## src/rtl/decode_pipe.sv

```systemverilog
// Decode stage: field split, control decode, register file with PC+8 alias, load-use stall, ID/EX register.
// Define DECODE_BYPASS_EN to make same-cycle writeback data visible to reads (write-through).
module decode_pipe #(
  parameter int N      = 24,
  parameter int REG_AW = 4
) (
  input  logic              clk,
  input  logic              rst,
  input  logic [N-1:0]      InstrD,
  input  logic [N-1:0]      PCPlus8D,
  input  logic              RegWriteW,
  input  logic [REG_AW-1:0] WA3W,
  input  logic [N-1:0]      ResultW,
  input  logic              FlushE,
  output logic              StallD,
  output logic              RegWriteE,
  output logic              MemtoRegE,
  output logic              MemWriteE,
  output logic              BranchE,
  output logic              ALUSrcE,
  output logic              IllegalE,
  output logic [2:0]        ALUControlE,
  output logic [N-1:0]      RD1E,
  output logic [N-1:0]      RD2E,
  output logic [N-1:0]      ExtImmE,
  output logic [REG_AW-1:0] WA3E,
  output logic [REG_AW-1:0] RA1E,
  output logic [REG_AW-1:0] RA2E
);

  localparam int REG_COUNT = 2 ** REG_AW;
  localparam int IMMW      = N - 4 - 3 * REG_AW;
  localparam logic [REG_AW-1:0] PC_REG = REG_AW'(REG_COUNT - 1);

  typedef struct packed {
    logic              regWrite;
    logic              memtoReg;
    logic              memWrite;
    logic              branch;
    logic              aluSrc;
    logic              illegal;
    logic [2:0]        aluControl;
    logic [N-1:0]      rd1;
    logic [N-1:0]      rd2;
    logic [N-1:0]      extImm;
    logic [REG_AW-1:0] wa3;
    logic [REG_AW-1:0] ra1;
    logic [REG_AW-1:0] ra2;
  } idExT;

  logic [3:0]        opcode;
  logic [REG_AW-1:0] rd, rn, rm, ra1D, ra2D;
  logic [IMMW-1:0]   imm;
  logic [N-1:0]      extImmD, rd1D, rd2D;
  logic              regWriteD, memtoRegD, memWriteD, branchD, aluSrcD, illegalD;
  logic              use1, use2;
  logic [2:0]        aluControlD;
  logic [N-1:0]      regFile [REG_COUNT];
  idExT              idExD, idExQ;

  assign opcode  = InstrD[N-1 -: 4];
  assign rd      = InstrD[N-5 -: REG_AW];
  assign rn      = InstrD[N-5-REG_AW -: REG_AW];
  assign rm      = InstrD[N-5-2*REG_AW -: REG_AW];
  assign imm     = InstrD[IMMW-1:0];
  assign extImmD = {{(N-IMMW){imm[IMMW-1]}}, imm};

  // Unused opcodes leave every control low and only raise the illegal flag.
  always_comb begin
    regWriteD   = 1'b0;
    memtoRegD   = 1'b0;
    memWriteD   = 1'b0;
    branchD     = 1'b0;
    aluSrcD     = 1'b0;
    illegalD    = 1'b0;
    aluControlD = 3'b000;
    use1        = 1'b0;
    use2        = 1'b0;
    case (opcode)
      4'h0, 4'h1, 4'h2, 4'h3: begin
        regWriteD   = 1'b1;
        aluControlD = {1'b0, opcode[1:0]};
        use1        = 1'b1;
        use2        = 1'b1;
      end
      4'h4: begin regWriteD = 1'b1; aluSrcD = 1'b1; use1 = 1'b1; end
      4'h5: begin
        regWriteD   = 1'b1;
        aluSrcD     = 1'b1;
        aluControlD = 3'b001;
        use1        = 1'b1;
      end
      4'h8: begin memtoRegD = 1'b1; regWriteD = 1'b1; aluSrcD = 1'b1; use1 = 1'b1; end
      4'h9: begin memWriteD = 1'b1; aluSrcD = 1'b1; use1 = 1'b1; use2 = 1'b1; end
      4'hC: begin branchD = 1'b1; aluSrcD = 1'b1; use1 = 1'b1; end
      4'hF: ;
      default: illegalD = 1'b1;
    endcase
  end

  // Branches read the PC+8 alias; stores read their data register from the Rd field.
  assign ra1D = branchD ? PC_REG : rn;
  assign ra2D = memWriteD ? rd : rm;

  always_comb begin
    rd1D = regFile[ra1D];
    rd2D = regFile[ra2D];
`ifdef DECODE_BYPASS_EN
    if (RegWriteW && (WA3W != PC_REG)) begin
      if (ra1D == WA3W) rd1D = ResultW;
      if (ra2D == WA3W) rd2D = ResultW;
    end
`endif
    if (ra1D == PC_REG) rd1D = PCPlus8D;
    if (ra2D == PC_REG) rd2D = PCPlus8D;
  end

  // The top register is never stored: it always aliases PCPlus8D.
  always_ff @(posedge clk or posedge rst) begin
    if (rst) begin
      for (int i = 0; i < REG_COUNT; i++) regFile[i] <= '0;
    end else if (RegWriteW && (WA3W != PC_REG)) begin
      regFile[WA3W] <= ResultW;
    end
  end

  assign StallD = idExQ.memtoReg & idExQ.regWrite &
                  ((use1 & (ra1D == idExQ.wa3)) | (use2 & (ra2D == idExQ.wa3)));

  always_comb begin
    idExD = '{regWrite: regWriteD, memtoReg: memtoRegD, memWrite: memWriteD,
              branch: branchD, aluSrc: aluSrcD, illegal: illegalD,
              aluControl: aluControlD, rd1: rd1D, rd2: rd2D, extImm: extImmD,
              wa3: rd, ra1: ra1D, ra2: ra2D};
  end

  // Flush and stall both insert an all-zero bubble; a single bubble covers both at once.
  always_ff @(posedge clk or posedge rst) begin
    if (rst)                 idExQ <= '0;
    else if (FlushE | StallD) idExQ <= '0;
    else                     idExQ <= idExD;
  end

  assign RegWriteE   = idExQ.regWrite;
  assign MemtoRegE   = idExQ.memtoReg;
  assign MemWriteE   = idExQ.memWrite;
  assign BranchE     = idExQ.branch;
  assign ALUSrcE     = idExQ.aluSrc;
  assign IllegalE    = idExQ.illegal;
  assign ALUControlE = idExQ.aluControl;
  assign RD1E        = idExQ.rd1;
  assign RD2E        = idExQ.rd2;
  assign ExtImmE     = idExQ.extImm;
  assign WA3E        = idExQ.wa3;
  assign RA1E        = idExQ.ra1;
  assign RA2E        = idExQ.ra2;

endmodule

```

## config.mk

```make
export PLATFORM = sky130hd
export DESIGN_NAME = decode_pipe
export DESIGN_NICKNAME = d
export VERILOG_FILES = /design/src/rtl/decode_pipe.sv
export SDC_FILE = /design/constraint.sdc
export NUM_CORES = 1
export LEC_CHECK = 0
export CAP_MARGIN = 20
export CORE_AREA = 5 5 214 216
export CTS_CLUSTER_SIZE = 12
export DETAILED_ROUTE_END_ITERATION = 16
export DIE_AREA = 0 0 219 221
export PLACE_DENSITY = 0.75
export SLEW_MARGIN = 20
export SYNTH_ARGS = -nofsm -noshare
export SYNTH_HDL_FRONTEND = slang
export SYNTH_SLANG_ARGS = --single-unit
```

## constraint.sdc

```tcl
create_clock -name clk -period 23.7 [get_ports clk]
set_input_delay 4.74 -clock clk [delete_from_list [all_inputs] [get_ports clk]]
set_output_delay 4.74 -clock clk [all_outputs]
set_load 0.005 [all_outputs]
```

# Word-level counts from Yosys, hierarchy flattened
# Index checks and enable logic that the tools add are counted.
word_totals:
  out_inout_bits: 94
  regBits: 477
  in_bits: 80
op_classes:
  reduce_logical: 9
  n_eq_ne: 14
  bitwise: 9
  n_mux: 23
  magnitude_cmp: 4
ops:
  columns: ["op", "n"]
  rows:
  - ["bitwise mux 384 bit", 1]
  - ["binary-select mux 24 bit (select 4 bit)", 2]
  - ["2-to-1 mux 24 bit", 7]
  - ["demux 24 bit (select 4 bit)", 1]
  - ["2-to-1 mux 93 bit", 1]
  - ["equality test 4 bit (second input constant)", 6]
  - [">= comparator 5 bit (second input constant)", 3]
  - ["inverter 4 -> 5 bit", 3]
  - ["OR reduction 10 bit", 1]
  - ["OR reduction 5 bit", 2]
  - ["OR reduction 9 bit", 1]
  - ["equality test 4 x 2 -> 1 bit (second input constant)", 2]
  - ["equality test 4 x 3 -> 1 bit (second input constant)", 2]
  - ["equality test 4 bit", 2]
  - ["2-to-1 mux 1 bit", 8]
  - ["2-to-1 mux 4 bit", 2]
  - ["OR reduction 7 bit", 1]
  - ["less-than comparator 5 x 1 -> 1 bit (second input constant)", 1]
  - ["bitwise AND 1 bit", 4]
  - ["equality test 4 x 1 -> 1 bit (second input constant)", 1]
  - ["zero test 4 bit", 1]
  - ["!= test 4 bit (second input constant)", 1]
  - ["one-hot mux 2 bit (2 select lines)", 1]
  - ["OR reduction 4 bit", 1]
  - ["2 further kinds", 4]

# Logic depth before layout (Yosys ltp)
# Gate-level depths: netlist of run 1.
depth:
  depth_word: 9
  ltp_mapped: 11
  depth_no_buf: 6

# Worst setup path before layout of run 1
# No wires, ideal clock.
synth_path:
  kind: "input port to output port"
  start: "in InstrD[20]"
  end: "out StallD"
  arrival_ns: 6.057
  required_ns: 18.960
  slack_ns: 12.903
  path_buffers: 2
  cell_stages: 7
  cell_sequence: "buf_2 > and4bb_2 > buf_6 > nor2_2 > xnor2_1 > nor4_1 > a31o_2"
synth_via:
  elab_chain_len: 7
  elab_cells_between_ends: 23
  classes_between: "eq/ne: 10; mux: 6; bitwise: 4; reduce/logical: 3"
synth_rtl:
  columns: ["item", "line_no", "source"]
  rows:
  - ["start, declared", "9", "input logic [N-1:0] InstrD,"]
  - ["equality test 4 bit", "79", "case (opcode)"]
  - ["2-to-1 mux 1 bit", "79", null]
  - ["2-to-1 mux 4 bit (on tied branches)", "102, 103", null]
  - ["equality test 4 bit", "128", "((use1 & (ra1D == idExQ.wa3)) | (use2 & (ra2D == idExQ.wa3)));"]
  - ["bitwise AND 1 bit", "128", null]
  - ["OR 1 bit (*)", "128", null]
  - ["bitwise AND 1 bit (*)", "127", "assign StallD = idExQ.memtoReg & idExQ.regWrite &"]
  - ["end, declared", "15", "output logic StallD,"]
# Every way passes the cells marked *; elsewhere a longest branch is shown, timed or not.

# Worst setup path in the final report of run 1
layout_path:
  start: "in InstrD[22]"
  end: "out StallD"
# The elaborated chain is that of the path after synthesis.

==> results of run 1 <==
## final cells by class
class / instances / area (µm²) / area share, %
timing repair buffer: 223 / 2120 / 7.83
inverter: 7 / 33.8 / 0.125
multi-input combinational: 1377 / 11800 / 43.5
sequential: 437 / 10900 / 40.4
tap: 592 / 741 / 2.73
clock buffer: 74 / 1440 / 5.32
clock inverter: 6 / 30.0 / 0.111
## power groups by stage
stage / Combinational [mW] / Clock [mW] / Sequential, mW
floorplan: 0.344 / 0 / 1.00
detailed placement: 0.470 / 0 / 1.04
global placement: 0.453 / 0 / 1.03
finish: 0.476 / 0.709 / 1.03
CTS: 0.473 / 0.716 / 1.03
global route: 0.515 / 0.748 / 1.05
## layer usage
metal  GRT usage, %  up-vias  share of wire, %
met1           39.9     9306                40
met3           7.26      223               9.5
li1               -     7722                 -
met4           13.7        6               4.3
met5              0        -             0.046
met2           46.4     1009                46
## final timing paths
kind / from / slack, ns / end / depth (start not counted)
max in group asynchronous: rst / 16.53 / regFile[101]$_DFFE_PP0P_ / 4
min in group asynchronous: rst / 4.80 / RA1E[1]$_DFF_PP0_ / 2
setup reg to reg: MemtoRegE$_DFF_PP0_ / 20.75 / RA1E[1]$_DFF_PP0_ / 7
hold reg to reg: regFile[15]$_DFFE_PP0P_ / 0.39 / regFile[15]$_DFFE_PP0P_ / 0
setup / recovery: InstrD[22] / 10.48 / StallD / 9
hold / removal: regFile[15]$_DFFE_PP0P_ / 0.39 / regFile[15]$_DFFE_PP0P_ / 0
## cell usage in the layout, fill, tap and decap left out, drive strengths merged, types with 8 or more instances in the layout
cell type      count
dfrtp            437
mux2             406
mux2i            218
clkdlybuf4s50    168
a21oi             97
nor2              96
a22oi             90
clkbuf            74
nand2             72
nand3             64
buf               55
a221oi            53
o21ai             33
a211oi            27
or3               26
a32oi             23
o22ai             22
nand4b            20
a221o             19
a2bb2oi           19
and2              14
nand2b             8
## cell families after synthesis
| kind of cell | after synthesis |
|---|---|
| muxes | 625 |
| other | 1 |
| and+or+nand+nor | 339 |
| xor gates and xnor gates | 7 |
| DFF | 437 |
| AOI/OAI and AO/OA | 405 |
| buffers and inverters | 215 |
## flip-flops by register name, summed over array words and instances, names as in the netlist, 2 cells and up
register     count
ExtImmE          8
ALUControlE      2
RD2E            24
RA1E             4
regFile        361
RA2E             4
WA3E             4
RD1E            24
## through the flow
stage          util, %  setup WS, ns  std cells  cell area (µm²)
6_report          61.9         10.48       2716            27100
5_1_grt           61.9         10.35       2716            27100
4_1_cts           61.8         10.55       2715            27100
3_5_place_dp      58.5         10.59       2635            25600
3_3_place_gp      58.5         10.63       2635            25600
2_1_floorplan        -          6.79       2029            23600
==> report_table.html, run 1 <==
<table>
<tr><th>Metric</th><th>Value</th></tr>
<tr><th colspan="2">Logic synthesis</th></tr>
<tr><td>Most used standard cell by instance count after synthesis</td><td>sky130_fd_sc_hd__dfrtp_1</td></tr>
<tr><td>Number of warnings issued by yosys</td><td>0</td></tr>
<tr><td>Area fraction in and, or, nand and nor cells after synthesis</td><td>7.35%</td></tr>
<tr><td>Post-synthesis share of cell area spent on full adders, half adders and majority gates</td><td>0%</td></tr>
<tr><td>Post-synth EDFFs</td><td>0</td></tr>
<tr><td>Cell types with the highest counts after synthesis</td><td>sky130_fd_sc_hd__dfrtp_1 (437), sky130_fd_sc_hd__mux2_2 (406), sky130_fd_sc_hd__mux2i_1 (216)</td></tr>
<tr><td>Top area cells in the synthesized netlist</td><td>sky130_fd_sc_hd__dfrtp_1 (46%), sky130_fd_sc_hd__mux2_2 (19%), sky130_fd_sc_hd__mux2i_1 (9.2%), sky130_fd_sc_hd__a22oi_1 (2.9%), sky130_fd_sc_hd__a21oi_1 (2.1%)</td></tr>
<tr><td>Post-synthesis mux area share</td><td>28.8%</td></tr>
<tr><td>Number of nets produced by synthesis</td><td>2109</td></tr>
<tr><td>Synthesized-area fraction occupied by ao, oa, aoi and oai cells</td><td>12.8%</td></tr>
<tr><td>Number of cells produced by synthesis</td><td>2029</td></tr>
<tr><td>Area share of the leading cell type in the synthesized netlist</td><td>46.3%</td></tr>
<tr><td>Post-synthesis sequential area ratio</td><td>46.3%</td></tr>
<tr><td>Cell type contributing the most total cell area after synthesis</td><td>sky130_fd_sc_hd__dfrtp_1</td></tr>
<tr><td>Total standard cell area after synthesis</td><td>23600 µm²</td></tr>
<tr><td>Syn_area_per_cell</td><td>11.6 µm²</td></tr>
<tr><td>Synthesized-area fraction occupied by xor and xnor cells</td><td>0.291%</td></tr>
<tr><td>Unique cell type count in the Yosys netlist</td><td>61</td></tr>
<tr><td>Most instantiated flip-flop cell in the synthesis netlist</td><td>sky130_fd_sc_hd__dfrtp_1</td></tr>
<tr><td>Share of synthesized flip-flops with an asynchronous set or reset</td><td>100%</td></tr>
<tr><td>Main combinational cell family by area after synthesis</td><td>multiplexers</td></tr>
<tr><td>Number of synthesized register bits</td><td>437</td></tr>
<tr><th colspan="2">Setup path</th></tr>
<tr><td>Required time of the critical path</td><td>18.96 ns</td></tr>
<tr><td>Slowest-stage cell, CP</td><td>sky130_fd_sc_hd__clkdlybuf4s50_1</td></tr>
<tr><td>Critical Setup Path Class</td><td>input port to primary output</td></tr>
<tr><td>Sort of element at the end of the critical path</td><td>primary output</td></tr>
<tr><td>Max stage delay on crit path</td><td>0.80 ns</td></tr>
<tr><td>Bufs and invs on worst path</td><td>4</td></tr>
<tr><td>Crit-path max FO</td><td>44</td></tr>
<tr><td>CP Launch Type</td><td>input port</td></tr>
<tr><td>Category of cells accounting for the largest share of critical-path delay</td><td>buffers and inverters</td></tr>
<tr><td>Worst path arrival time</td><td>8.48 ns</td></tr>
<tr><td>Ordered cell list for the critical path</td><td>clkdlybuf4s50_1, nand4bb_2, buf_4, mux2i_4, buf_4, xnor2_1, nor3_2, a31o_2, clkdlybuf4s50_1</td></tr>
<tr><th colspan="2">Global routing</th></tr>
<tr><td>Global router's overall resource usage</td><td>29.9%</td></tr>
<tr><td>Pin count of the biggest net entering global routing</td><td>156</td></tr>
<tr><td>Vias in the first global route</td><td>19001</td></tr>
<tr><td>Residual overflow from global routing</td><td>0</td></tr>
<tr><td>Antenna violations before repair</td><td>4</td></tr>
<tr><td>Global-route wire length before repair</td><td>113000 µm</td></tr>
<tr><th colspan="2">Clocking</th></tr>
<tr><td>TritonCTS Sinks</td><td>437</td></tr>
<tr><td>Setup repair bufs after CTS</td><td>0</td></tr>
<tr><td>Root buffer cell</td><td>sky130_fd_sc_hd__clkbuf_16</td></tr>
<tr><td>Clock Latency Late Sink</td><td>0.59 ns</td></tr>
<tr><td>TritonCTS Buffers</td><td>46</td></tr>
<tr><td>Hold buffer count at cts</td><td>0</td></tr>
<tr><td>Level count of the clock H-tree</td><td>2</td></tr>
<tr><td>CTS max path bufs</td><td>3</td></tr>
<tr><td>Register clock-pin slew on the reported worst setup and hold paths</td><td>0.06 ns</td></tr>
<tr><td>Clock tree from TritonCTS</td><td>yes</td></tr>
<tr><td>Quantity of gates resized following cts</td><td>0</td></tr>
<tr><th colspan="2">Power and ir drop</th></tr>
<tr><td>Largest voltage drop on the vdd net</td><td>0.0523 mV</td></tr>
<tr><td>Share of total power in combinational logic</td><td>21.5%</td></tr>
<tr><td>Cell Int Power</td><td>1.57 mW</td></tr>
<tr><td>Power consumption</td><td>2.22 mW</td></tr>
<tr><td>Psw</td><td>0.649 mW</td></tr>
<tr><td>Power per cell area</td><td>81.9 nW/µm²</td></tr>
<tr><td>Fraction of power consumed by the clock network</td><td>31.9%</td></tr>
<tr><td>Leakage component of the power</td><td>11.6 nW</td></tr>
<tr><td>Switching part of the total</td><td>29.3%</td></tr>
<tr><td>Sequential group share of total power</td><td>46.6%</td></tr>
<tr><th colspan="2">Placement</th></tr>
<tr><td>Last weighted congestion value of the routability-driven placer</td><td>0.870</td></tr>
<tr><td>Number of port buffers</td><td>172</td></tr>
<tr><td>Post-DP HPWL</td><td>44600 µm</td></tr>
<tr><th colspan="2">Floorplanning</th></tr>
<tr><td>Die width</td><td>219 µm</td></tr>
<tr><td>Die footprint</td><td>48400 µm²</td></tr>
<tr><td>Die Y</td><td>221 µm</td></tr>
<tr><td>Total number of placement rows</td><td>77</td></tr>
<tr><td>Initial Utilization</td><td>54.0%</td></tr>
<tr><td>Count of pins on the block boundary</td><td>174</td></tr>
<tr><td>Floorplan core area</td><td>43700 µm²</td></tr>
<tr><th colspan="2">Route</th></tr>
<tr><td>Number of nets with antenna violations after routing</td><td>0</td></tr>
<tr><td>Post-detailed-route via-to-cell ratio</td><td>6.73</td></tr>
<tr><td>Number of remaining DRC errors</td><td>0</td></tr>
<tr><td>DR vias</td><td>18266</td></tr>
<tr><td>WL per Instance</td><td>27.3 µm</td></tr>
<tr><td>Drt total wl</td><td>74200 µm</td></tr>
<tr><td>DR iter-0 viols</td><td>2102</td></tr>
<tr><td>1st-pass router iterations</td><td>6</td></tr>
<tr><th colspan="2">Run</th></tr>
<tr><td>Max-capacitance violation count</td><td>0</td></tr>
<tr><th colspan="2">STA</th></tr>
<tr><td>Setup total negative slack</td><td>0 ns</td></tr>
<tr><td>Final count of pins violating max slew</td><td>0</td></tr>
<tr><td>Setup violation total in the final timing report</td><td>0</td></tr>
<tr><td>Fin crit period</td><td>13.22 ns</td></tr>
<tr><td>Max transition margin</td><td>18.8%</td></tr>
<tr><td>Clock Skews</td><td>0.0134 ns</td></tr>
<tr><td>F_max</td><td>0.0757 GHz</td></tr>
<tr><td>Hold Slack</td><td>0.394 ns</td></tr>
<tr><td>Number of failing hold endpoints at the final stage</td><td>0</td></tr>
<tr><td>Final clock period utilization by the worst path</td><td>55.8%</td></tr>
<tr><td>Least-Margin Pin Slew</td><td>1.21 ns</td></tr>
<tr><td>Setup repair after global routing missed its margin</td><td>false</td></tr>
<tr><th colspan="2">Final layout</th></tr>
<tr><td>Final antenna diode count</td><td>0</td></tr>
<tr><td>Synthesis-to-layout area growth</td><td>14.7%</td></tr>
<tr><td>Number of nets in the layout</td><td>2172</td></tr>
<tr><td>Proportion of layout cells with a drive suffix above 1</td><td>28.2%</td></tr>
<tr><td>Filler instances</td><td>3470</td></tr>
<tr><th colspan="2">Hold path</th></tr>
<tr><td>Min-Delay Path Class</td><td>register to register</td></tr>
<tr><th colspan="2">Run status</th></tr>
<tr><td>Status</td><td>finished, final reports clean</td></tr>
</table>
Power figures use the tool's default switching activity.
==> run 2, diff against run 1 <==
Clock period 23.7 ns to 12.37 ns, I/O delays scaled along.
==> run 2 against run 1 <==
Clock power grew 100%. Clock-buffer cell count is the same. Non-clock buffer count grew 5. Highest routed layer unchanged. Global-route usage grew 0.43 points. Clock skew grew 0.0015 ns. Sequential cell count is the same. Final area grew 0.60%. First-iteration DRC count shrank 4.0%. Combinational power grew 93%.
==> report_table.html, run 2 (synthesis gave the netlist of run 1 again) <==
<table>
<tr><th>Metric</th><th>Value</th></tr>
<tr><th colspan="2">STA</th></tr>
<tr><td>Setup violation total in the final timing report</td><td>0 (unchanged)</td></tr>
<tr><td>Least-Margin Pin Slew</td><td>1.12 ns (-0.0949 ns)</td></tr>
<tr><td>Fin crit period</td><td>8.88 ns</td></tr>
<tr><td>F_max</td><td>0.113 GHz</td></tr>
<tr><td>Final clock period utilization by the worst path</td><td>71.8%</td></tr>
<tr><td>Number of failing hold endpoints at the final stage</td><td>0 (unchanged)</td></tr>
<tr><td>Clock Skews</td><td>0.0149 ns (+0.00154 ns)</td></tr>
<tr><td>Setup repair after global routing missed its margin</td><td>false</td></tr>
<tr><td>Setup total negative slack</td><td>0 ns (unchanged)</td></tr>
<tr><td>Final count of pins violating max slew</td><td>0 (unchanged)</td></tr>
<tr><td>Max transition margin</td><td>25.4% (+6.6 points)</td></tr>
<tr><th colspan="2">Clocking</th></tr>
<tr><td>Hold buffer count at cts</td><td>0 (unchanged)</td></tr>
<tr><td>TritonCTS Sinks</td><td>437 (unchanged)</td></tr>
<tr><td>Clock Latency Late Sink</td><td>0.60 ns (about the same)</td></tr>
<tr><td>Setup repair bufs after CTS</td><td>0 (unchanged)</td></tr>
<tr><td>Clock tree from TritonCTS</td><td>yes</td></tr>
<tr><td>Quantity of gates resized following cts</td><td>0 (unchanged)</td></tr>
<tr><td>Register clock-pin slew on the reported worst setup and hold paths</td><td>0.06 ns (about the same)</td></tr>
<tr><td>Level count of the clock H-tree</td><td>2 (unchanged)</td></tr>
<tr><td>TritonCTS Buffers</td><td>48 (+4.3%)</td></tr>
<tr><td>CTS max path bufs</td><td>3 (unchanged)</td></tr>
<tr><td>Root buffer cell</td><td>sky130_fd_sc_hd__clkbuf_16</td></tr>
<tr><th colspan="2">Floorplanning</th></tr>
<tr><td>Die footprint</td><td>48400 µm² (unchanged)</td></tr>
<tr><td>Die width</td><td>219 µm (unchanged)</td></tr>
<tr><td>Die Y</td><td>221 µm (unchanged)</td></tr>
<tr><td>Initial Utilization</td><td>54.0% (unchanged)</td></tr>
<tr><td>Count of pins on the block boundary</td><td>174 (unchanged)</td></tr>
<tr><td>Floorplan core area</td><td>43700 µm² (unchanged)</td></tr>
<tr><td>Total number of placement rows</td><td>77 (unchanged)</td></tr>
<tr><th colspan="2">Global routing</th></tr>
<tr><td>Global router's overall resource usage</td><td>30.3% (+0.43 points)</td></tr>
<tr><td>Vias in the first global route</td><td>19111 (+0.58%)</td></tr>
<tr><td>Pin count of the biggest net entering global routing</td><td>78 (-50%)</td></tr>
<tr><td>Antenna violations before repair</td><td>4 (unchanged)</td></tr>
<tr><td>Residual overflow from global routing</td><td>0 (unchanged)</td></tr>
<tr><td>Global-route wire length before repair</td><td>114000 µm (+0.78%)</td></tr>
<tr><th colspan="2">Power and ir drop</th></tr>
<tr><td>Largest voltage drop on the vdd net</td><td>0.113 mV (+120%)</td></tr>
<tr><td>Power consumption</td><td>4.33 mW (+95%)</td></tr>
<tr><td>Power per cell area</td><td>159 nW/µm² (+94%)</td></tr>
<tr><td>Cell Int Power</td><td>3.06 mW (+95%)</td></tr>
<tr><td>Fraction of power consumed by the clock network</td><td>33.0% (+1.1 points)</td></tr>
<tr><td>Leakage component of the power</td><td>11.6 nW (+0.67%)</td></tr>
<tr><td>Switching part of the total</td><td>29.3% (+0.030 points)</td></tr>
<tr><td>Share of total power in combinational logic</td><td>21.2% (-0.3 points)</td></tr>
<tr><td>Psw</td><td>1.27 mW (+95%)</td></tr>
<tr><td>Sequential group share of total power</td><td>45.8% (-0.8 points)</td></tr>
<tr><th colspan="2">Final layout</th></tr>
<tr><td>Core occupancy in the finished layout</td><td>62.3% (+0.37 points)</td></tr>
<tr><td>Most frequent standard cell in the layout excluding fill and tap cells</td><td>sky130_fd_sc_hd__dfrtp_1</td></tr>
<tr><td>Proportion of layout cells with a drive suffix above 1</td><td>28.6% (+0.42 points)</td></tr>
<tr><td>Commonest cells after routing, fill and taps aside</td><td>sky130_fd_sc_hd__dfrtp_1 (437), sky130_fd_sc_hd__mux2_2 (406), sky130_fd_sc_hd__mux2i_1 (215)</td></tr>
<tr><td>Flip-flop count of the largest register, all copies and words added</td><td>361 (unchanged)</td></tr>
<tr><td>Synthesis-to-layout area growth</td><td>15.4%</td></tr>
<tr><td>Number of nets in the layout</td><td>2179 (+0.32%)</td></tr>
<tr><td>Register with the highest flop count</td><td>regFile</td></tr>
<tr><th colspan="2">Setup path</th></tr>
<tr><td>Crit-path max FO</td><td>54 (+23%)</td></tr>
<tr><td>Worst-case register-to-register setup slack</td><td>9.39 ns (-11.36 ns)</td></tr>
<tr><td>Worst path arrival time</td><td>6.40 ns (-2.08 ns)</td></tr>
<tr><td>Slowest-stage cell, CP</td><td>sky130_fd_sc_hd__clkdlybuf4s50_1</td></tr>
<tr><td>Required time of the critical path</td><td>9.90 ns (-9.06 ns)</td></tr>
<tr><td>CP Launch Type</td><td>input port</td></tr>
<tr><td>Critical Setup Path Class</td><td>input port to primary output</td></tr>
<tr><td>Ordered cell list for the critical path</td><td>clkdlybuf4s50_1, nand4bb_2, buf_4, mux2i_4, buf_4, xnor2_1, nor3_2, a31o_2, clkdlybuf4s50_1</td></tr>
<tr><td>Category of cells accounting for the largest share of critical-path delay</td><td>buffers and inverters</td></tr>
<tr><td>Sort of element at the end of the critical path</td><td>primary output</td></tr>
<tr><td>Max stage delay on crit path</td><td>0.83 ns (+0.03 ns)</td></tr>
<tr><td>Bufs and invs on worst path</td><td>4 (unchanged)</td></tr>
<tr><th colspan="2">Hold path</th></tr>
<tr><td>Min-Delay Path Class</td><td>register to register</td></tr>
<tr><th colspan="2">Placement</th></tr>
<tr><td>Last weighted congestion value of the routability-driven placer</td><td>0.884 (+1.6%)</td></tr>
<tr><td>Post-DP HPWL</td><td>45000 µm (+0.95%)</td></tr>
<tr><td>Number of port buffers</td><td>172 (unchanged)</td></tr>
<tr><th colspan="2">Route</th></tr>
<tr><td>DR vias</td><td>18507 (+1.3%)</td></tr>
<tr><td>WL per Instance</td><td>27.6 µm (+0.90%)</td></tr>
<tr><td>Post-detailed-route via-to-cell ratio</td><td>6.78 (+0.84%)</td></tr>
<tr><td>Drt total wl</td><td>75200 µm (+1.4%)</td></tr>
<tr><td>Number of nets with antenna violations after routing</td><td>0 (unchanged)</td></tr>
<tr><td>Number of remaining DRC errors</td><td>0 (unchanged)</td></tr>
<tr><td>DR iter-0 viols</td><td>2017 (-4.0%)</td></tr>
<tr><td>1st-pass router iterations</td><td>5 (-1)</td></tr>
<tr><th colspan="2">Run status</th></tr>
<tr><td>Status</td><td>finished, final reports clean</td></tr>
<tr><th colspan="2">Run</th></tr>
<tr><td>Max-capacitance violation count</td><td>0 (unchanged)</td></tr>
</table>
## run 2: area by class of cell
cell class                 instances  area [µm²]
multi-input combinational       1377       11800
antenna                            2        5.00
clock buffer                      74        1440
timing repair buffer             228        2180
tap                              592         741
fill                            3407       16500
clock inverter                    12         118
inverter                           7        30.0
sequential                       437       10900
## run 2: final timing paths
check | from | to | cells after the start
max reg2reg | RegWriteE$_DFF_PP0_ | RD1E[22]$_DFF_PP0_ | 7
min in group asynchronous | rst | regFile[212]$_DFFE_PP0P_ | 2
min reg2reg | regFile[15]$_DFFE_PP0P_ | regFile[15]$_DFFE_PP0P_ | 0
min | regFile[15]$_DFFE_PP0P_ | regFile[15]$_DFFE_PP0P_ | 0
max | InstrD[22] | StallD | 9
max in group asynchronous | rst | RD2E[4]$_DFF_PP0_ | 6
## run 2: worst reg2reg max path: stages, from the launching register on
cell and delay, ns:
sky130_fd_sc_hd__dfrtp_1 0.37, sky130_fd_sc_hd__nand2_1 0.09, sky130_fd_sc_hd__nor3_1 0.20, sky130_fd_sc_hd__nand3_1 0.10, sky130_fd_sc_hd__nor4_1 0.53, sky130_fd_sc_hd__a311o_2 0.73, sky130_fd_sc_hd__buf_4 0.68, sky130_fd_sc_hd__nor2_1 0.14
## run 2: power groups by stage
stage	clock network (mW)	registers [mW]	logic [mW]
after global routing	1.50	2.01	0.990
after CTS	1.44	1.97	0.907
after global placement	0	1.96	0.868
after detailed placement	0	1.99	0.900
after floorplan	0	1.92	0.660
final	1.43	1.98	0.917
## run 2: through the flow
step / cell area (µm²) / setup WS (ns) / hold slack (ns) / instances
floorplan: 23600 / 3.99 / 0.423 / 2029
global placement: 25600 / 3.64 / 0.362 / 2638
detailed placement: 25600 / 3.60 / 0.386 / 2638
CTS: 27200 / 3.59 / 0.399 / 2724
global route: 27200 / 3.31 / 0.403 / 2728
finish: 27200 / 3.49 / 0.418 / 2729
## run 2: routing by layer
metal / GRT usage [%] / vias to the layer above / routed length, µm
li1: - / 7760 / -
met1: 41.1 / 9428 / 30500
met2: 45.8 / 1045 / 34100
met3: 7.15 / 266 / 6770
met4: 15.2 / 8 / 3760
met5: 0 / - / 76
